File: src/rtl/idu_opnd_fetch_pkg.sv
// Shared widths and the registered EXU bundle type for the IDU operand-fetch stage.
package idu_opnd_fetch_pkg;

  localparam int DEF_DATA_WIDTH   = 32;
  localparam int DEF_PC_WIDTH     = 32;
  localparam int DEF_RF_DEPTH_BIT = 5;
  localparam int DEF_CTRL_WIDTH   = 16;
  localparam int SUPER_SCALAR_NUM = 2;

  typedef struct packed {
    logic [DEF_PC_WIDTH-1:0]     pc;
    logic [DEF_DATA_WIDTH-1:0]   rs1_data;
    logic [DEF_DATA_WIDTH-1:0]   rs2_data;
    logic                        rd_wen;
    logic [DEF_RF_DEPTH_BIT-1:0] rd;
    logic [DEF_CTRL_WIDTH-1:0]   ctrl;
  } exu_bundle_t;

endpackage

File: src/rtl/idu_opnd_fetch_if.sv
// Decode, register-file and EXU signals of the operand-fetch stage; slave is the stage's view.
interface idu_opnd_fetch_if
  import idu_opnd_fetch_pkg::*;
#(
  parameter int DATA_WIDTH   = DEF_DATA_WIDTH,
  parameter int PC_WIDTH     = DEF_PC_WIDTH,
  parameter int RF_DEPTH_BIT = DEF_RF_DEPTH_BIT,
  parameter int CTRL_WIDTH   = DEF_CTRL_WIDTH
);

  logic                    dec_of_vld      [SUPER_SCALAR_NUM-1:0];
  logic [PC_WIDTH-1:0]     dec_of_pc       [SUPER_SCALAR_NUM-1:0];
  logic [RF_DEPTH_BIT-1:0] dec_of_rs1_idx  [SUPER_SCALAR_NUM-1:0];
  logic [RF_DEPTH_BIT-1:0] dec_of_rs2_idx  [SUPER_SCALAR_NUM-1:0];
  logic                    dec_of_rd_wen   [SUPER_SCALAR_NUM-1:0];
  logic [RF_DEPTH_BIT-1:0] dec_of_rd       [SUPER_SCALAR_NUM-1:0];
  logic [CTRL_WIDTH-1:0]   dec_of_ctrl     [SUPER_SCALAR_NUM-1:0];
  logic                    of_dec_acc      [SUPER_SCALAR_NUM-1:0];

  logic [RF_DEPTH_BIT-1:0] of_rf_rs1_idx   [SUPER_SCALAR_NUM-1:0];
  logic [RF_DEPTH_BIT-1:0] of_rf_rs2_idx   [SUPER_SCALAR_NUM-1:0];
  logic [DATA_WIDTH-1:0]   rf_of_rs1_data  [SUPER_SCALAR_NUM-1:0];
  logic [DATA_WIDTH-1:0]   rf_of_rs2_data  [SUPER_SCALAR_NUM-1:0];
  logic                    rf_of_pipe_vld  [SUPER_SCALAR_NUM-1:0];
  logic                    rf_of_rd_vld    [SUPER_SCALAR_NUM-1:0];
  logic [RF_DEPTH_BIT-1:0] rf_of_rd        [SUPER_SCALAR_NUM-1:0];
  logic [DATA_WIDTH-1:0]   rf_of_byp_data  [SUPER_SCALAR_NUM-1:0];

  logic                    of_exu_vld      [SUPER_SCALAR_NUM-1:0];
  logic [PC_WIDTH-1:0]     of_exu_pc       [SUPER_SCALAR_NUM-1:0];
  logic [DATA_WIDTH-1:0]   of_exu_rs1_data [SUPER_SCALAR_NUM-1:0];
  logic [DATA_WIDTH-1:0]   of_exu_rs2_data [SUPER_SCALAR_NUM-1:0];
  logic                    of_exu_rd_wen   [SUPER_SCALAR_NUM-1:0];
  logic [RF_DEPTH_BIT-1:0] of_exu_rd       [SUPER_SCALAR_NUM-1:0];
  logic [CTRL_WIDTH-1:0]   of_exu_ctrl     [SUPER_SCALAR_NUM-1:0];
  logic                    exu_of_rdy;

  modport slave (
    input  dec_of_vld, dec_of_pc, dec_of_rs1_idx, dec_of_rs2_idx,
           dec_of_rd_wen, dec_of_rd, dec_of_ctrl,
           rf_of_rs1_data, rf_of_rs2_data, rf_of_pipe_vld, rf_of_rd_vld,
           rf_of_rd, rf_of_byp_data, exu_of_rdy,
    output of_dec_acc, of_rf_rs1_idx, of_rf_rs2_idx,
           of_exu_vld, of_exu_pc, of_exu_rs1_data, of_exu_rs2_data,
           of_exu_rd_wen, of_exu_rd, of_exu_ctrl
  );

  modport master (
    output dec_of_vld, dec_of_pc, dec_of_rs1_idx, dec_of_rs2_idx,
           dec_of_rd_wen, dec_of_rd, dec_of_ctrl,
           rf_of_rs1_data, rf_of_rs2_data, rf_of_pipe_vld, rf_of_rd_vld,
           rf_of_rd, rf_of_byp_data, exu_of_rdy,
    input  of_dec_acc, of_rf_rs1_idx, of_rf_rs2_idx,
           of_exu_vld, of_exu_pc, of_exu_rs1_data, of_exu_rs2_data,
           of_exu_rd_wen, of_exu_rd, of_exu_ctrl
  );

endinterface

File: src/rtl/idu_scoreboard.sv
// In-flight destination tracking: one pending bit per architectural register, x0 never pending.
module idu_scoreboard
  import idu_opnd_fetch_pkg::*;
#(
  parameter int RF_DEPTH_BIT = DEF_RF_DEPTH_BIT,
  parameter int NUM_SLOT     = SUPER_SCALAR_NUM
) (
  input  logic                      clk,
  input  logic                      rst,
  input  logic [NUM_SLOT-1:0]       set_vld,
  input  logic [RF_DEPTH_BIT-1:0]   set_rd [NUM_SLOT-1:0],
  input  logic [NUM_SLOT-1:0]       clr_vld,
  input  logic [RF_DEPTH_BIT-1:0]   clr_rd [NUM_SLOT-1:0],
  output logic [(1<<RF_DEPTH_BIT)-1:0] eff
);

  localparam int NREG = 1 << RF_DEPTH_BIT;

  logic [NREG-1:1] pend_q, pend_d;
  logic [NREG-1:1] clr_vec, set_vec;

  always_comb begin
    clr_vec = '0;
    set_vec = '0;
    for (int k = 0; k < NUM_SLOT; k++) begin
      if (clr_vld[k] && clr_rd[k] != '0) clr_vec[clr_rd[k]] = 1'b1;
      if (set_vld[k] && set_rd[k] != '0) set_vec[set_rd[k]] = 1'b1;
    end
    // Set is applied after clear so a same-cycle reissue keeps the register pending.
    pend_d = (pend_q & ~clr_vec) | set_vec;
    eff    = {pend_q & ~clr_vec, 1'b0};
  end

  always_ff @(posedge clk) begin
    if (rst) pend_q <= '0;
    else     pend_q <= pend_d;
  end

endmodule

File: src/rtl/idu_opnd_fetch.sv
// Dual-issue operand fetch: bypass/RF operand select, hazard check, in-order accept and a one-deep EXU output stage.
module idu_opnd_fetch
  import idu_opnd_fetch_pkg::*;
#(
  parameter int DATA_WIDTH   = DEF_DATA_WIDTH,
  parameter int PC_WIDTH     = DEF_PC_WIDTH,
  parameter int RF_DEPTH_BIT = DEF_RF_DEPTH_BIT,
  parameter int CTRL_WIDTH   = DEF_CTRL_WIDTH
) (
  input logic             clk,
  input logic             rst,
  idu_opnd_fetch_if.slave bus
);

  localparam int NS   = SUPER_SCALAR_NUM;
  localparam int NREG = 1 << RF_DEPTH_BIT;

  logic [NREG-1:0]         eff;
  logic [NS-1:0]           set_vld, clr_vld;
  logic [RF_DEPTH_BIT-1:0] set_rd [NS-1:0];
  logic [RF_DEPTH_BIT-1:0] clr_rd [NS-1:0];

  logic                    out_free;
  logic [NS-1:0]           acc, haz, rs1_rdy, rs2_rdy;
  logic [DATA_WIDTH-1:0]   rs1_val [NS-1:0];
  logic [DATA_WIDTH-1:0]   rs2_val [NS-1:0];
  logic [1:0]              wb_vld;

  logic [NS-1:0]           vld_q, vld_d;
  exu_bundle_t             bundle_q [NS-1:0];
  exu_bundle_t             bundle_d [NS-1:0];

  // Returns {ready, data}; younger writeback slot 1 wins over slot 0.
  function automatic logic [DATA_WIDTH:0] resolve_src(
    input logic [RF_DEPTH_BIT-1:0] idx,
    input logic [DATA_WIDTH-1:0]   rf_data,
    input logic [1:0]              wbv,
    input logic [RF_DEPTH_BIT-1:0] wb_rd1,
    input logic [RF_DEPTH_BIT-1:0] wb_rd0,
    input logic [DATA_WIDTH-1:0]   wb_d1,
    input logic [DATA_WIDTH-1:0]   wb_d0,
    input logic                    pending
  );
    if (idx == '0)                    return {1'b1, {DATA_WIDTH{1'b0}}};
    else if (wbv[1] && wb_rd1 == idx) return {1'b1, wb_d1};
    else if (wbv[0] && wb_rd0 == idx) return {1'b1, wb_d0};
    else if (pending)                 return {1'b0, {DATA_WIDTH{1'b0}}};
    else                              return {1'b1, rf_data};
  endfunction

  always_comb begin
    wb_vld = {bus.rf_of_rd_vld[1], bus.rf_of_rd_vld[0]};
    for (int s = 0; s < NS; s++) begin
      {rs1_rdy[s], rs1_val[s]} = resolve_src(bus.dec_of_rs1_idx[s], bus.rf_of_rs1_data[s], wb_vld,
                                             bus.rf_of_rd[1], bus.rf_of_rd[0],
                                             bus.rf_of_byp_data[1], bus.rf_of_byp_data[0],
                                             eff[bus.dec_of_rs1_idx[s]]);
      {rs2_rdy[s], rs2_val[s]} = resolve_src(bus.dec_of_rs2_idx[s], bus.rf_of_rs2_data[s], wb_vld,
                                             bus.rf_of_rd[1], bus.rf_of_rd[0],
                                             bus.rf_of_byp_data[1], bus.rf_of_byp_data[0],
                                             eff[bus.dec_of_rs2_idx[s]]);
      haz[s] = !rs1_rdy[s] || !rs2_rdy[s] ||
               (bus.dec_of_rd_wen[s] && bus.dec_of_rd[s] != '0 && eff[bus.dec_of_rd[s]]);
    end
    // Slot 1 cannot see slot 0's result this cycle, so any overlap with slot 0's rd blocks it.
    if (bus.dec_of_rd_wen[0] && bus.dec_of_rd[0] != '0 &&
        (bus.dec_of_rs1_idx[1] == bus.dec_of_rd[0] ||
         bus.dec_of_rs2_idx[1] == bus.dec_of_rd[0] ||
         bus.dec_of_rd[1]      == bus.dec_of_rd[0]))
      haz[1] = 1'b1;

    out_free = !(|vld_q) || bus.exu_of_rdy;
    acc[0]   = !rst && bus.dec_of_vld[0] && out_free && !haz[0];
    acc[1]   = bus.dec_of_vld[1] && acc[0] && !haz[1];

    for (int s = 0; s < NS; s++) begin
      set_vld[s] = acc[s] && bus.dec_of_rd_wen[s];
      set_rd[s]  = bus.dec_of_rd[s];
      clr_vld[s] = bus.rf_of_rd_vld[s];
      clr_rd[s]  = bus.rf_of_rd[s];
    end
  end

  idu_scoreboard #(
    .RF_DEPTH_BIT (RF_DEPTH_BIT),
    .NUM_SLOT     (NS)
  ) u_sb (
    .clk     (clk),
    .rst     (rst),
    .set_vld (set_vld),
    .set_rd  (set_rd),
    .clr_vld (clr_vld),
    .clr_rd  (clr_rd),
    .eff     (eff)
  );

  always_comb begin
    vld_d = vld_q;
    for (int s = 0; s < NS; s++) bundle_d[s] = bundle_q[s];
    if (out_free) begin
      vld_d = acc;
      for (int s = 0; s < NS; s++) begin
        bundle_d[s].pc       = bus.dec_of_pc[s];
        bundle_d[s].rs1_data = rs1_val[s];
        bundle_d[s].rs2_data = rs2_val[s];
        bundle_d[s].rd_wen   = bus.dec_of_rd_wen[s];
        bundle_d[s].rd       = bus.dec_of_rd[s];
        bundle_d[s].ctrl     = bus.dec_of_ctrl[s];
      end
    end
  end

  always_ff @(posedge clk) begin
    if (rst) begin
      vld_q <= '0;
      for (int s = 0; s < NS; s++) bundle_q[s] <= '0;
    end else begin
      vld_q <= vld_d;
      for (int s = 0; s < NS; s++) bundle_q[s] <= bundle_d[s];
    end
  end

  always_comb begin
    for (int s = 0; s < NS; s++) begin
      bus.of_dec_acc[s]      = acc[s];
      bus.of_rf_rs1_idx[s]   = bus.dec_of_rs1_idx[s];
      bus.of_rf_rs2_idx[s]   = bus.dec_of_rs2_idx[s];
      bus.of_exu_vld[s]      = vld_q[s];
      bus.of_exu_pc[s]       = PC_WIDTH'(bundle_q[s].pc);
      bus.of_exu_rs1_data[s] = DATA_WIDTH'(bundle_q[s].rs1_data);
      bus.of_exu_rs2_data[s] = DATA_WIDTH'(bundle_q[s].rs2_data);
      bus.of_exu_rd_wen[s]   = bundle_q[s].rd_wen;
      bus.of_exu_rd[s]       = RF_DEPTH_BIT'(bundle_q[s].rd);
      bus.of_exu_ctrl[s]     = CTRL_WIDTH'(bundle_q[s].ctrl);
    end
  end

endmodule

File: src/flat_wrapper.sv
// flat-port wrapper written by rule: the top's interface ports become plain ports
module idu_opnd_fetch_flat import idu_opnd_fetch_pkg::*;
#(
  parameter int DATA_WIDTH   = DEF_DATA_WIDTH,
  parameter int PC_WIDTH     = DEF_PC_WIDTH,
  parameter int RF_DEPTH_BIT = DEF_RF_DEPTH_BIT,
  parameter int CTRL_WIDTH   = DEF_CTRL_WIDTH
)
  (clk, rst, bus_dec_of_vld, bus_dec_of_pc, bus_dec_of_rs1_idx, bus_dec_of_rs2_idx, bus_dec_of_rd_wen, bus_dec_of_rd, bus_dec_of_ctrl, bus_rf_of_rs1_data, bus_rf_of_rs2_data, bus_rf_of_pipe_vld, bus_rf_of_rd_vld, bus_rf_of_rd, bus_rf_of_byp_data, bus_exu_of_rdy, bus_of_dec_acc, bus_of_rf_rs1_idx, bus_of_rf_rs2_idx, bus_of_exu_vld, bus_of_exu_pc, bus_of_exu_rs1_data, bus_of_exu_rs2_data, bus_of_exu_rd_wen, bus_of_exu_rd, bus_of_exu_ctrl);
  idu_opnd_fetch_if #(.DATA_WIDTH(DATA_WIDTH), .PC_WIDTH(PC_WIDTH), .RF_DEPTH_BIT(RF_DEPTH_BIT), .CTRL_WIDTH(CTRL_WIDTH)) bus_i ();
  input logic clk;
  input logic rst;
  input wire logic [$bits(bus_i.dec_of_vld)-1:0] bus_dec_of_vld;
  input wire logic [$bits(bus_i.dec_of_pc)-1:0] bus_dec_of_pc;
  input wire logic [$bits(bus_i.dec_of_rs1_idx)-1:0] bus_dec_of_rs1_idx;
  input wire logic [$bits(bus_i.dec_of_rs2_idx)-1:0] bus_dec_of_rs2_idx;
  input wire logic [$bits(bus_i.dec_of_rd_wen)-1:0] bus_dec_of_rd_wen;
  input wire logic [$bits(bus_i.dec_of_rd)-1:0] bus_dec_of_rd;
  input wire logic [$bits(bus_i.dec_of_ctrl)-1:0] bus_dec_of_ctrl;
  input wire logic [$bits(bus_i.rf_of_rs1_data)-1:0] bus_rf_of_rs1_data;
  input wire logic [$bits(bus_i.rf_of_rs2_data)-1:0] bus_rf_of_rs2_data;
  input wire logic [$bits(bus_i.rf_of_pipe_vld)-1:0] bus_rf_of_pipe_vld;
  input wire logic [$bits(bus_i.rf_of_rd_vld)-1:0] bus_rf_of_rd_vld;
  input wire logic [$bits(bus_i.rf_of_rd)-1:0] bus_rf_of_rd;
  input wire logic [$bits(bus_i.rf_of_byp_data)-1:0] bus_rf_of_byp_data;
  input wire logic [$bits(bus_i.exu_of_rdy)-1:0] bus_exu_of_rdy;
  output wire logic [$bits(bus_i.of_dec_acc)-1:0] bus_of_dec_acc;
  output wire logic [$bits(bus_i.of_rf_rs1_idx)-1:0] bus_of_rf_rs1_idx;
  output wire logic [$bits(bus_i.of_rf_rs2_idx)-1:0] bus_of_rf_rs2_idx;
  output wire logic [$bits(bus_i.of_exu_vld)-1:0] bus_of_exu_vld;
  output wire logic [$bits(bus_i.of_exu_pc)-1:0] bus_of_exu_pc;
  output wire logic [$bits(bus_i.of_exu_rs1_data)-1:0] bus_of_exu_rs1_data;
  output wire logic [$bits(bus_i.of_exu_rs2_data)-1:0] bus_of_exu_rs2_data;
  output wire logic [$bits(bus_i.of_exu_rd_wen)-1:0] bus_of_exu_rd_wen;
  output wire logic [$bits(bus_i.of_exu_rd)-1:0] bus_of_exu_rd;
  output wire logic [$bits(bus_i.of_exu_ctrl)-1:0] bus_of_exu_ctrl;
  assign bus_i.dec_of_vld = {>>{bus_dec_of_vld}};
  assign bus_i.dec_of_pc = {>>{bus_dec_of_pc}};
  assign bus_i.dec_of_rs1_idx = {>>{bus_dec_of_rs1_idx}};
  assign bus_i.dec_of_rs2_idx = {>>{bus_dec_of_rs2_idx}};
  assign bus_i.dec_of_rd_wen = {>>{bus_dec_of_rd_wen}};
  assign bus_i.dec_of_rd = {>>{bus_dec_of_rd}};
  assign bus_i.dec_of_ctrl = {>>{bus_dec_of_ctrl}};
  assign bus_i.rf_of_rs1_data = {>>{bus_rf_of_rs1_data}};
  assign bus_i.rf_of_rs2_data = {>>{bus_rf_of_rs2_data}};
  assign bus_i.rf_of_pipe_vld = {>>{bus_rf_of_pipe_vld}};
  assign bus_i.rf_of_rd_vld = {>>{bus_rf_of_rd_vld}};
  assign bus_i.rf_of_rd = {>>{bus_rf_of_rd}};
  assign bus_i.rf_of_byp_data = {>>{bus_rf_of_byp_data}};
  assign bus_i.exu_of_rdy = bus_exu_of_rdy;
  assign bus_of_dec_acc = {>>{bus_i.of_dec_acc}};
  assign bus_of_rf_rs1_idx = {>>{bus_i.of_rf_rs1_idx}};
  assign bus_of_rf_rs2_idx = {>>{bus_i.of_rf_rs2_idx}};
  assign bus_of_exu_vld = {>>{bus_i.of_exu_vld}};
  assign bus_of_exu_pc = {>>{bus_i.of_exu_pc}};
  assign bus_of_exu_rs1_data = {>>{bus_i.of_exu_rs1_data}};
  assign bus_of_exu_rs2_data = {>>{bus_i.of_exu_rs2_data}};
  assign bus_of_exu_rd_wen = {>>{bus_i.of_exu_rd_wen}};
  assign bus_of_exu_rd = {>>{bus_i.of_exu_rd}};
  assign bus_of_exu_ctrl = {>>{bus_i.of_exu_ctrl}};
  idu_opnd_fetch #(.DATA_WIDTH(DATA_WIDTH), .PC_WIDTH(PC_WIDTH), .RF_DEPTH_BIT(RF_DEPTH_BIT), .CTRL_WIDTH(CTRL_WIDTH)) u_core (.clk(clk), .rst(rst), .bus(bus_i));
endmodule
File: config.mk
export PLATFORM = sky130hd
export DESIGN_NAME = idu_opnd_fetch_flat
export DESIGN_NICKNAME = d
export VERILOG_FILES = /design/src/rtl/idu_opnd_fetch_pkg.sv /design/src/rtl/idu_opnd_fetch_if.sv /design/src/rtl/idu_scoreboard.sv /design/src/rtl/idu_opnd_fetch.sv /design/src/flat_wrapper.sv
export SDC_FILE = /design/constraint.sdc
export NUM_CORES = 1
export LEC_CHECK = 0
export CAP_MARGIN = 20
export CELL_PAD_IN_SITES_DETAIL_PLACEMENT = 0
export CELL_PAD_IN_SITES_GLOBAL_PLACEMENT = 1
export CORE_AREA = 2 2 230 232
export CTS_CLUSTER_DIAMETER = 120
export DETAILED_ROUTE_END_ITERATION = 6
export DIE_AREA = 0 0 232 234
export GPL_TIMING_DRIVEN = 0
export PLACE_DENSITY = 0.82
export SLEW_MARGIN = 20
export SYNTH_ARGS = -nofsm -noshare
export SYNTH_HDL_FRONTEND = slang
export SYNTH_SLANG_ARGS = --single-unit
File: constraint.sdc
create_clock -name clk -period 5.9 [get_ports clk]
set_input_delay 1.475 -clock clk [delete_from_list [all_inputs] [get_ports clk]]
set_output_delay 1.475 -clock clk [all_outputs]
set_load 0.01 [all_outputs]
Yosys cells after proc, flatten, opt, wreduce, memory -nomap -nowiden
Memory sizes are Yosys's and may differ from the RTL's.
Cells that the tools add are included.
{"block": "op_classes", "magnitude_cmp": 12, "n_eq_ne": 11, "muxes": 47, "n_bitwise": 7, "n_reduce_logical": 52}
{"operator": "$mux W33", "count": 16}
{"operator": "$mux W118", "count": 2}
{"operator": "$mux W236", "count": 1}
{"operator": "$mux W31", "count": 4}
{"operator": "$or A31 B31 Y31", "count": 3}
{"operator": "$eq A5 B5 Y1", "count": 11}
{"operator": "$lt A5 B6 Y1 const B", "count": 8}
{"operator": "$and A31 B31 Y31", "count": 1}
{"operator": "$not A31 Y31", "count": 1}
{"operator": "$bmux W1 S5", "count": 6}
{"operator": "$logic_and A1 B1 Y1", "count": 28}
{"operator": "$demux W1 S5", "count": 4}
{"operator": "$ge A5 B1 Y1 const B", "count": 4}
{"operator": "$logic_not A5 Y1", "count": 4}
{"operator": "$reduce_bool A5 Y1", "count": 4}
{"operator": "$mux W1", "count": 14}
{"operator": "$logic_not A1 Y1", "count": 8}
{"operator": "$logic_or A1 B1 Y1", "count": 7}
{"operator": "$or A1 B1 Y1", "count": 2}
{"operator": "$reduce_or A2 Y1", "count": 1}
{"block": "word_totals", "regBits": 33, "mem_bits_rw": 236, "in_bits": 339, "out_inout_bits": 260, "elab_cells": 132, "memories": 1}
{"memory": "u_core.bundle_q", "depth": 2, "width": 118, "rd": 2, "rd_clocked_by_memory_dff": 0, "wr": 2, "line": "idu_opnd_fetch.sv:30", "source": "exu_bundle_t bundle_q [NS-1:0];"}

Depth between registers and ports, before layout
Gate-level depths: netlist of run 1.
{"block": "depth", "ltp_word": 26, "depth_mapped": 13, "depth_no_buf": 9}

Cells and area by module
From an unflattened synthesis of run 1, not the netlist that was laid out.
{"block": "hier_totals", "cells_unflattened": 1824, "area_unflattened_um2": 15132.0}
{"mod": "idu_opnd_fetch", "n_inst": 1, "cells_per_inst": 1625, "area_per_inst_um2": 13085.0, "seq_area_each_um2": 4764.6}
{"mod": "idu_scoreboard", "n_inst": 1, "cells_per_inst": 199, "area_per_inst_um2": 2047.0, "seq_area_each_um2": 620.6}

Worst setup path after synthesis of run 1
No wires, ideal clock.
{"block": "synth_timing", "kind": "input -> output", "from": "input bus_rf_of_rd_vld[1]", "to": "output bus_of_dec_acc[1]", "arrival_ns": 3.940, "t_required_ns": 4.425, "path_slack_ns": 0.485, "cell_stages": 11, "n_path_buf": 3, "path_cell_list": "buf_4 -> or4b_4 -> o221ai_2 -> o22ai_1 -> or4_1 -> nand4b_1 -> nand4b_1 -> nor3_2 -> buf_4 -> buf_2 -> and2_1"}
{"block": "synth_between", "elab_chain_len": 17, "elab_cells_between_ends": 52, "classes_between": "mux (30); bitwise (2); reduce/logical (20)"}
{"item": "start, declared", "line": "flat_wrapper.sv:23", "source": "input wire logic [$bits(bus_i.rf_of_rd_vld)-1:0] bus_rf_of_rd_vld;"}
{"item": "$logic_and A1 B1 Y1", "line": "idu_scoreboard.sv:26", "source": "if (clr_vld[k] && clr_rd[k] != '0) clr_vec[clr_rd[k]] = 1'b1;"}
{"item": "$mux W31", "line": "idu_scoreboard.sv:26"}
{"item": "$not A31 Y31", "line": "idu_scoreboard.sv:31", "source": "eff = {pend_q & ~clr_vec, 1'b0};"}
{"item": "$and A31 B31 Y31", "line": "idu_scoreboard.sv:31"}
{"item": "$bmux W1 S5 (on tied branches)", "line": "idu_opnd_fetch.sv:57, idu_opnd_fetch.sv:61"}
{"item": "$mux W1 (on tied branches)", "line": "idu_opnd_fetch.sv:57, idu_opnd_fetch.sv:61"}
{"item": "$mux W33", "line": "idu_opnd_fetch.sv:47", "source": "else if (pending) return {1'b0, {DATA_WIDTH{1'b0}}};"}
{"item": "$mux W33", "line": "idu_opnd_fetch.sv:46", "source": "else if (wbv[0] && wb_rd0 == idx) return {1'b1, wb_d0};"}
{"item": "$mux W33", "line": "idu_opnd_fetch.sv:45", "source": "else if (wbv[1] && wb_rd1 == idx) return {1'b1, wb_d1};"}
{"item": "$mux W33", "line": "idu_opnd_fetch.sv:44", "source": "if (idx == '0) return {1'b1, {DATA_WIDTH{1'b0}}};"}
{"item": "$logic_not A1 Y1", "line": "idu_opnd_fetch.sv:62", "source": "haz[s] = !rs1_rdy[s] || !rs2_rdy[s] ||"}
{"item": "$logic_or A1 B1 Y1", "line": "idu_opnd_fetch.sv:62"}
{"item": "$logic_or A1 B1 Y1 *", "line": "idu_opnd_fetch.sv:62"}
{"item": "$logic_not A1 Y1 *", "line": "idu_opnd_fetch.sv:73", "source": "acc[0] = !rst && bus.dec_of_vld[0] && out_free && !haz[0];"}
{"item": "$logic_and A1 B1 Y1 *", "line": "idu_opnd_fetch.sv:73"}
{"item": "via bus_of_dec_acc[0]", "line": "flat_wrapper.sv:27", "source": "output wire logic [$bits(bus_i.of_dec_acc)-1:0] bus_of_dec_acc;"}
{"item": "$logic_and A1 B1 Y1 * (2 in a row)", "line": "idu_opnd_fetch.sv:74", "source": "acc[1] = bus.dec_of_vld[1] && acc[0] && !haz[1];"}
{"item": "end, declared", "line": "flat_wrapper.sv:27"}
Mark *: on every way through the listed nets, which the timed path passes. The rest lies on a longest branch. The select of a mux whose other input is x is not followed.

Worst setup path after layout of run 1
{"block": "layout_timing", "from": "input bus_rf_of_rd[6]", "to": "output bus_of_dec_acc[1]"}
{"block": "layout_between", "elab_chain_len": 21, "elab_cells_between_ends": 63, "classes_between": "order compare (2); eq/ne (4); mux (32); bitwise (3); reduce/logical (22)"}
{"item": "start, declared", "line": "flat_wrapper.sv:24", "source": "input wire logic [$bits(bus_i.rf_of_rd)-1:0] bus_rf_of_rd;"}
{"item": "$lt A5 B6 Y1 (implied by the code) / $ge A5 B1 Y1 (equally long branches)", "line": "idu_scoreboard.sv:26"}
{"item": "$logic_and A1 B1 Y1 (implied by the code)", "line": "idu_scoreboard.sv:26"}
{"item": "$mux W1 (implied by the code)", "line": "idu_scoreboard.sv:26"}
{"item": "$demux W1 S5", "line": "idu_scoreboard.sv:26"}
{"item": "$or A31 B31 Y31 (no source line)"}
{"item": "$mux W31", "line": "idu_scoreboard.sv:26"}
{"item": "$not A31 Y31", "line": "idu_scoreboard.sv:31"}
{"item": "$and A31 B31 Y31", "line": "idu_scoreboard.sv:31"}
{"item": "[... 4 more ...]"}
{"item": "$mux W33", "line": "idu_opnd_fetch.sv:45"}
{"item": "$mux W33", "line": "idu_opnd_fetch.sv:44"}
{"item": "$logic_not A1 Y1", "line": "idu_opnd_fetch.sv:62"}
{"item": "$logic_or A1 B1 Y1 (2 in a row)", "line": "idu_opnd_fetch.sv:62"}
{"item": "$logic_not A1 Y1", "line": "idu_opnd_fetch.sv:73"}
{"item": "$logic_and A1 B1 Y1", "line": "idu_opnd_fetch.sv:73"}
{"item": "$logic_and A1 B1 Y1", "line": "idu_opnd_fetch.sv:74"}
{"item": "$logic_and A1 B1 Y1 *", "line": "idu_opnd_fetch.sv:74"}
Mark *: on every way between the ends. The rest lies on a longest branch, timed or not. The select of a mux whose other input is x is not followed.

==> flow_summary.ini, run 1 <==
[sta]
timing.final.crit_period_ns = 5.91
finalSetupTns_ns = -0.00892
slew_headroom_pct = 30.2
timing_hold_violations_final = 0
max_slew.worst_pin.slew_ns = 1.04
setup-violations-final = 1
final.period_utilization_pct = 100
whs_ns = 0.449
timing.final.max_slew_violations = 0
fmax_ghz = 0.169
setup_ws_ns = -0.00892
clock-skew-final_ns = 0.0252

[critical_path]
startpoint_kind_of_the_worst_setup_timing_path = primary input
timing.critical_path.slowest_cell_delay_ns = 0.43
critical_path_required_ns = 4.43
cpMaxStageDelayCell = and2_1
cp_data_arrival_time_ns = 4.43
timing.critical_path.fanout_max = 10
critical_path.cell_chain = clkdlybuf4s15_1 > buf_6 > and4bb_2 > a22oi_2 > and2_1 > o311a_1 > nand4_1 > nor3_2 > a2111oi_4 > buf_6 > and2_4 > buf_6
critical_path.endpoint_type = output pin
critical-path-top-cell-by-count = buf_6
criticalPathCategory = in2out

[synth]
mean_cell_area_of_the_mapped_netlist_um2 = 7.55
most_used_flip_flop_cell_after_synthesis = dfxtp_1
synth_enable_flop_cells = 0
syn-cell-area_um2 = 14900
yosysSeqAreaShare_pct = 36.0
ys.warnings.count = 0
postSynthNetCount = 2320
post_synth_inst_count = 1981
async_flop_share_pct = 0
synth-seq-cells = 269
number_of_distinct_library_cells_after_synthesis = 76

[global_routing]
gr-max-usage-layer = met2
grt_use_total_pct = 30.5
grt_pass1_wl_um = 123000
met2_usage_pct = 53.0
grt_pass1_vias = 18569
grt_use_met1_pct = 33.7
grt_use_met3_pct = 7.54
global_route.overflow_total = 0
number_of_antenna_violations_at_the_first_check_in_global_routing = 16
grt_start_max_net_pins = 18

[clock_tree]
ctsHoldBuffers = 0
clk_transition_reported_paths_ns = 0.06
cts_tree = yes
cts_max_level = 2
cts-buffers-inserted = 35
clock_sink_count = 269
clock_path_buffers = 3
clk_latency_ns = 0.55
clockRootBuffer = clkbuf_16

[finish]
multi_input_comb_area_um2 = 9230
final_cells = 3388
commonest_cells_after_routing_fill_and_taps_aside = clkdlybuf4s50_1 (567), nand2_1 (447), dfxtp_1 (269)
total_area_of_sequential_cells_um2 = 5390
layout_commonest_cell = clkdlybuf4s50_1
nNetsFinal = 3002
layout.filler_cells = 5135
post_route_cells_drive_above_1_share_pct = 10.4
synthesis_to_layout_area_growth_pct = 60.8

[power_and_ir_drop]
ir_drop_mv = 0.183
cell_internal_pwr_mw = 3.79
power_frac_comb_pct = 23.4
total_switching_power_mw = 1.56
power_density_nw_per_um2 = 222
total_power_mw = 5.34
power_leakage_nw = 8.79
sw_frac_of_total_pct = 29.2
portion_of_total_power_attributed_to_sequential_cells_pct = 37.5
clockPowerShare_pct = 39.1

[placement]
port_buffers = 581
dpl.cell_count = 3254
pre_cts_slack_ns = -1.70
hpwl_um = 66600
routabilityCongestion = 0.962

[drt]
drt.antenna.violating_nets = 0
avgRoutedWirePerCell_um = 25.9
wirelength_um = 87600
vias_per_cell = 5.62
vias = 19050
drc = 6
dr.first_iter.drc_count = 1625
detailedRoute.firstPassIterationCount = 7

[run]
drv_cap = 0

[run_status]
run_status = finished, violations left
failed_checks = DRC, setup timing

[die]
chipWidth_um = 232
boundaryPins = 599
rows = 84
coreArea_um2 = 52000
initial_utilization_pct = 28.7
dieHeight_um = 234
fp.dieArea_um2 = 54300

[worst_hold_path]
hold_path_class = reg2reg
cell type report:
| class | instances | share of cell area, % |
|---|---|---|
| clock inverter | 6 | 0.229 |
| buffer | 206 | 4.20 |
| sequential | 269 | 22.4 |
| inverter | 21 | 0.328 |
| clock buffer | 53 | 4.27 |
| antenna | 15 | 0.156 |
| tap | 688 | 3.58 |
| timing repair buffer | 648 | 26.4 |
| multi-input combinational | 1482 | 38.4 |
worst max-delay path: cells and delay by family:
family | cells | cell delay (ns)
and+or+nand+nor | 5 | 1.34
AOI/OAI and AO/OA | 3 | 0.82
buffers and inverters | 4 | 0.80
power by group through the flow:
stage | clock [mW] | sequential [mW] | combinational, mW
detailed placement | 0 | 2.04 | 1.18
global route | 2.20 | 2.01 | 1.32
finish | 2.09 | 2.00 | 1.25
global placement | 0 | 2.04 | 1.17
CTS | 2.12 | 2.00 | 1.23
floorplan | 0 | 2.08 | 0.426
registers in the layout, indices dropped and copies added, names as in the netlist:
name / count
u_core.bus.of_exu_vld: 2
u_core.u_sb.pend_q: 31
u_core.bundle_q: 236
through the flow:
step / util [%] / instance area [um2]
detailed placement: 41.8 / 21800
global placement: 41.6 / 21600
global route: 46.2 / 24000
floorplan: - / 14900
CTS: 45.8 / 23800
finish: 46.2 / 24000
layer usage:
metal	vias up	wire, um
met5	-	32
met4	6	5740
met3	301	8370
met2	1166	42200
met1	8984	31200
li1	8593	-
synthesized netlist by cell type, drive strengths merged, types with 4 or more instances:
cell type    n  share of area (%)
o32a         4               0.27
dfxtp      269                 36
and3        11               0.46
a211oi       5               0.25
nor2       160                4.0
or2          9               0.38
clkbuf     137                3.4
o211ai       6               0.30
xor2        40                2.3
o31ai      103                5.2
and2         5               0.21
nor4        11               0.46
o32ai        4               0.23
o22ai       16               0.67
a221oi     101                5.9
o221ai      28                1.8
nor3b        4               0.20
mux4         4               0.60
nand2      451                 11
nand4b       8               0.55
buf         72                3.0
o21ai      102                3.4
mux2i       14               0.94
nor4b        4               0.32
o221a       11               0.83
nand4bb      6               0.45
a31oi       69                2.9
nand4       17               0.88
nand2b      17               0.71
xnor2       15               0.88
a22oi       10               0.50
nor2b       13               0.54
nand3       21               0.70
nor3        24               0.84
o41ai        5               0.29
inv         19               0.48
a21oi      130                4.4
what timing repair did:
item / in CTS / in global routing
pin swaps: 26 / 11
gates cloned: 1 / 0
buffers inserted: 57 / 5
gates resized for setup: 116 / 33
endpoints found under the setup margin: 2 / 2
cells by family (layout without fill, tap and decap cells):
logic type	after synthesis	in the layout	synth area share (%)
compound gates	625	625	28.8
xor+xnor	55	55	3.22
buf+inv	230	934	6.95
flops	269	269	36.0
mux	21	21	1.77
other cells	0	15	0
simple gates	781	781	23.3
worst paths after layout:
check                                             from                endpoint  slack, ns  cells after the start
worst max-delay path                   bus_rf_of_rd[6]       bus_of_dec_acc[1]     -0.009                     12
worst min-delay path            u_core.bundle_q[0][87]  u_core.bundle_q[0][87]       0.45                      2
worst max register to register  u_core.u_sb.pend_q[11]  u_core.u_sb.pend_q[24]       2.74                     13
worst min register to register  u_core.bundle_q[0][87]  u_core.bundle_q[0][87]       0.45                      2
Power figures use the tool's default switching activity.
==> inputs of run 2 (changes only) <==
- CTS_CLUSTER_SIZE: unset -> 8
- MAX_ROUTING_LAYER: unset -> met4
==> flow_summary.ini, run 2 (synthesis gave the netlist of run 1 again) <==
[worst_hold_path]
hold_path_class = reg2reg
worstHoldStart = u_core.bundle_q[0][93]
hold-path-endpoint = u_core.bundle_q[0][93]
hold-path-cell-count = 2

[critical_path]
r2r.worst_path.cells = 11
critical_path.endpoint_type = output pin
criticalPathCategory = in2out
worstSetupStartpoint = bus_rf_of_rd[0]
worst-r2r-setup-slack_ns = 2.84
rr_endpoint = u_core.bundle_q[0][81]
startpoint_kind_of_the_worst_setup_timing_path = primary input
rr_startpoint = u_core.u_sb.pend_q[11]
cp_data_arrival_time_ns = 4.47
critical_path_required_ns = 4.43
timing.critical_path.fanout_max = 7

[clock_tree]
clk_transition_reported_paths_ns = 0.05
clock_path_buffers = 3
clockRootBuffer = clkbuf_16
cts_tree = yes
cts_max_level = 2
clk_latency_ns = 0.57
cts-buffers-inserted = 39
clock_sink_count = 269
ctsHoldBuffers = 0

[run_status]
failed_checks = setup timing
run_status = finished, violations left

[drt]
vias_per_cell = 5.61
detailedRoute.firstPassIterationCount = 7
drt.antenna.violating_nets = 0
drc = 0
wirelength_um = 86500
avgRoutedWirePerCell_um = 25.7
vias = 18878
dr.first_iter.drc_count = 1567

[power_and_ir_drop]
ir_drop_mv = 0.185
power_leakage_nw = 8.68
total_power_mw = 5.30
power_density_nw_per_um2 = 222

[finish]
final_cells = 3365
finalCoreUtilization_pct = 45.8
synthesis_to_layout_area_growth_pct = 59.4
post_route_cells_drive_above_1_share_pct = 9.59
nNetsFinal = 2996
finalInstanceArea_um2 = 23800
commonest_cells_after_routing_fill_and_taps_aside = clkdlybuf4s50_1 (570), nand2_1 (448), dfxtp_1 (269)
max_flop_register = u_core.bundle_q
layout_commonest_cell = clkdlybuf4s50_1
largest_register_ffs = 236

[sta]
timing.final.max_slew_violations = 0
setup-violations-final = 1
slew_headroom_pct = 26.0
max_slew.worst_pin.slew_ns = 1.09
fmax_ghz = 0.168
finalSetupTns_ns = -0.0468
grt_setup_unrepaired = yes
clock-skew-final_ns = 0.0259
setup_ws_ns = -0.0468
final.period_utilization_pct = 101
timing_hold_violations_final = 0
timing.final.crit_period_ns = 5.95
whs_ns = 0.446

[global_routing]
global_route.overflow_total = 0
grt_pass1_wl_um = 122000
grt_start_max_net_pins = 16
grt_pass1_vias = 18374
number_of_antenna_violations_at_the_first_check_in_global_routing = 15
grt_use_total_pct = 31.2

[die]
dieHeight_um = 234
boundaryPins = 599
initial_utilization_pct = 28.7
fp.dieArea_um2 = 54300
rows = 84
chipWidth_um = 232
coreArea_um2 = 52000

[placement]
placed_area_um2 = 21700
hpwl_um = 66400
dpl.cell_count = 3254
routabilityCongestion = 0.976
port_buffers = 581
pre_cts_slack_ns = -1.68

[run]
drv_cap = 0
run 2: changes by cell type in the layout (fill, tap and decap cells not counted), moves of 3 or more:
cell,before,now
diode_2,15,19
clkinv_2,5,1
clkbuf_8,5,1
buf_6,21,16
clkbuf_16,37,41
clkbuf_1,140,129
buf_4,81,72
clkdlybuf4s50_1,567,570
run 2: worst max path at each step:
stage               cells after the start                 to  slack (ns)
floorplan                              11  bus_of_dec_acc[1]        0.48
global placement                       13  bus_of_dec_acc[1]       -1.72
detailed placement                     13  bus_of_dec_acc[1]       -1.68
CTS                                    13  bus_of_dec_acc[0]        0.02
global route                           15  bus_of_dec_acc[1]       -0.10
finish                                 15  bus_of_dec_acc[1]       -0.05
run 2: area by class of cell:
class,instances,area (um2)
diodes,19,47.5
plain buffers,206,1010
clock buffers,41,1030
clock inverters,1,5.00
fillers,5200,28200
inverters,21,78.8
multi-input cells,1482,9130
flip-flops and latches,269,5390
well taps,688,861
repair buffers,638,6280
run 2: where the power goes:
part | internal (mW) | total (mW) | switching, mW
registers | 1.94 | 2.01 | 0.0691
clock network | 1.21 | 2.05 | 0.840
logic | 0.608 | 1.24 | 0.632
run 2: per-layer routing:
metal / track usage, % / vias to the layer above / wire length [um]
li1: - / 8562 / -
met1: 34.0 / 9000 / 31700
met2: 53.0 / 1079 / 42000
met3: 7.53 / 237 / 7950
met4: 16.2 / 0 / 4870
met5: - / - / 0
run 2: what timing repair did:
action	CTS	global route
setup endpoints to repair	2	2
gates cloned	1	0
buffers inserted	51	1
gates resized for setup	112	8
pin swaps	24	2
run 2: critical path: stages:
cell,delay (ns)
clkdlybuf4s50_1,0.44
buf_6,0.16
or2_4,0.27
buf_6,0.15
o221ai_4,0.21
buf_6,0.20
buf_4,0.15
mux2i_1,0.07
a21oi_1,0.15
o32a_1,0.16
a22oi_2,0.14
a2111oi_4,0.47
buf_6,0.16
and2_1,0.13
buf_2,0.14
==> inputs of run 3 (changes only) <==
--- a/config.mk
+++ b/config.mk
@@ -15,2 +15,3 @@
 export DIE_AREA = 0 0 232 234
+export GPL_ROUTABILITY_DRIVEN = 0
 export GPL_TIMING_DRIVEN = 0
--- a/constraint.sdc
+++ b/constraint.sdc
@@ -3,2 +3,2 @@
 set_output_delay 1.475 -clock clk [all_outputs]
-set_load 0.01 [all_outputs]
+set_load 0.02 [all_outputs]
==> flow_summary.ini, run 3 (synthesis gave the netlist of run 1 again) <==
[clock_tree]
cts_tree = yes
cts-buffers-inserted = 39
clockRootBuffer = clkbuf_16
ctsHoldBuffers = 0
clock_path_buffers = 3
cts_max_level = 2
clock_sink_count = 269
clk_latency_ns = 0.56
clk_transition_reported_paths_ns = 0.05

[sta]
finalSetupTns_ns = 0
timing_hold_violations_final = 0
max_slew.worst_pin.slew_ns = 1.08
fmax_ghz = 0.172
setup-violations-final = 0
clock-skew-final_ns = 0.0327
timing.final.max_slew_violations = 0
setup_ws_ns = 0.0896
final.period_utilization_pct = 98.5
whs_ns = 0.448
timing.final.crit_period_ns = 5.81
slew_headroom_pct = 27.2

[worst_hold_path]
hold-path-endpoint = u_core.bundle_q[0][35]
hold_path_class = reg2reg
hold-path-cell-count = 2
worstHoldStart = u_core.bundle_q[0][35]

[die]
dieHeight_um = 234
rows = 84
initial_utilization_pct = 28.7
chipWidth_um = 232
boundaryPins = 599
coreArea_um2 = 52000
fp.dieArea_um2 = 54300

[drt]
vias = 19176
dr.first_iter.drc_count = 1673
drt.antenna.violating_nets = 0
avgRoutedWirePerCell_um = 25.0
wirelength_um = 84100
drc = 0
detailedRoute.firstPassIterationCount = 6
vias_per_cell = 5.69

[critical_path]
criticalPathCategory = in2out
rr_endpoint = u_core.bundle_q[0][75]
cp_buf_inv_count = 5
startpoint_kind_of_the_worst_setup_timing_path = primary input
timing.critical_path.slowest_cell_delay_ns = 0.43
rr_startpoint = u_core.u_sb.pend_q[17]
worstSetupStartpoint = bus_rf_of_rd[4]
critical-path-top-cell-by-count = buf_6
cp_top_family = compound AO/OA/AOI/OAI gates
timing.critical_path.fanout_max = 10
worst-r2r-setup-slack_ns = 2.82
critical_path.endpoint_type = output pin
r2r.worst_path.cells = 11
cpMaxStageDelayCell = o32a_1
critical_path.cell_chain = clkdlybuf4s15_1 > buf_8 > nand4b_1 > buf_4 > o221a_4 > o221ai_1 > o31ai_1 > and3_1 > o32a_1 > a2111oi_4 > buf_6 > and2_1 > buf_6
cp_data_arrival_time_ns = 4.34
critical_path_required_ns = 4.43

[global_routing]
grt_pass1_wl_um = 119000
grt_start_max_net_pins = 17
number_of_antenna_violations_at_the_first_check_in_global_routing = 14
global_route.overflow_total = 0
grt_use_total_pct = 30.2
grt_pass1_vias = 18387

[placement]
hpwl_um = 64300
port_buffers = 581
pre_cts_slack_ns = -1.59
dpl.cell_count = 3255

[power_and_ir_drop]
power_leakage_nw = 8.76
power_density_nw_per_um2 = 225
ir_drop_mv = 0.214

[run_status]
run_status = finished, final reports clean

[finish]
largest_register_ffs = 236
commonest_cells_after_routing_fill_and_taps_aside = clkdlybuf4s50_1 (568), nand2_1 (448), dfxtp_1 (269)
layout_commonest_cell = clkdlybuf4s50_1
layout.filler_cells = 5127
post_route_cells_drive_above_1_share_pct = 10.2
max_flop_register = u_core.bundle_q
total_area_of_sequential_cells_um2 = 5390
nNetsFinal = 2999
synthesis_to_layout_area_growth_pct = 60.0
multi_input_comb_area_um2 = 9150
final_cells = 3368

[run]
drv_cap = 0
[run 3: cell types whose count changed in the layout (fill, tap and decap cells not counted), sizes merged]
cell           before  now
buf               129  136
clkdlybuf4s50     570  568
clkdlybuf4s15       4    1
diode              19   18
dlymetal6s2s        0    2
dlygate4sd2         5    3
inv                19   21
[run 3: area by class of cell]
| class | instances | share of cell area [%] |
|---|---|---|
| Buffer | 204 | 4.25 |
| Clock buffer | 40 | 4.19 |
| Tap cell | 688 | 3.60 |
| Timing Repair Buffer | 643 | 26.5 |
| Antenna cell | 18 | 0.188 |
| Clock inverter | 3 | 0.126 |
| Sequential cell | 269 | 22.5 |
| Multi-Input combinational cell | 1482 | 38.3 |
| Inverter | 21 | 0.330 |
[run 3: stage by stage]
stage	cell area [um2]	util (%)	power (mW)
CTS	23700	45.5	5.38
global route	23900	45.9	5.57
finish	23900	46.0	5.39
detailed placement	21700	41.7	3.31
floorplan	14900	-	2.60
global placement	21600	41.6	3.29
[run 3: worst register-to-register path, stage by stage, from the launching register on]
cell and delay [ns]:
dfxtp_1 0.39, o221ai_4 0.14, buf_4 0.17, buf_4 0.16, o221ai_1 0.18, a21oi_1 0.07
o32a_1 0.30, a22oi_2 0.38, nor2_1 0.32, buf_2 0.31, a221oi_1 0.40, o31ai_1 0.12
[run 3: how the worst max path moves through the flow]
stage | endpoint | slack (ns) | cells past startpoint
after CTS | bus_of_dec_acc[1] | -0.05 | 13
after detailed placement | bus_of_dec_acc[1] | -1.59 | 13
after global placement | bus_of_dec_acc[1] | -1.56 | 11
after global routing | bus_of_dec_acc[1] | -0.008 | 14
after floorplan | bus_of_dec_acc[1] | 0.37 | 11
final | bus_of_dec_acc[1] | 0.09 | 13
[run 3: repair_timing]
| item | 4_1_cts | 5_1_grt |
|---|---|---|
| buffers inserted | 46 | 11 |
| setup endpoints to repair | 2 | 2 |
| cloned | 0 | 0 |
| gates resized for setup | 107 | 57 |
| pin swaps | 21 | 13 |
[run 3: power breakdown]
part | total [mW] | leakage [nW] | switching [mW] | internal [mW]
clock network | 2.05 | 0.508 | 0.855 | 1.19
registers | 2.01 | 2.22 | 0.0691 | 1.94
logic | 1.33 | 6.03 | 0.721 | 0.613
[run 3: routing by layer]
layer | global-route usage (%) | share of wire, % | up-vias
met1 | 32.4 | 35 | 8999
met2 | 51.0 | 48 | 1301
met5 | - | 0 | -
met4 | 17.3 | 6.3 | 0
li1 | - | - | 8555
met3 | 7.31 | 10 | 321
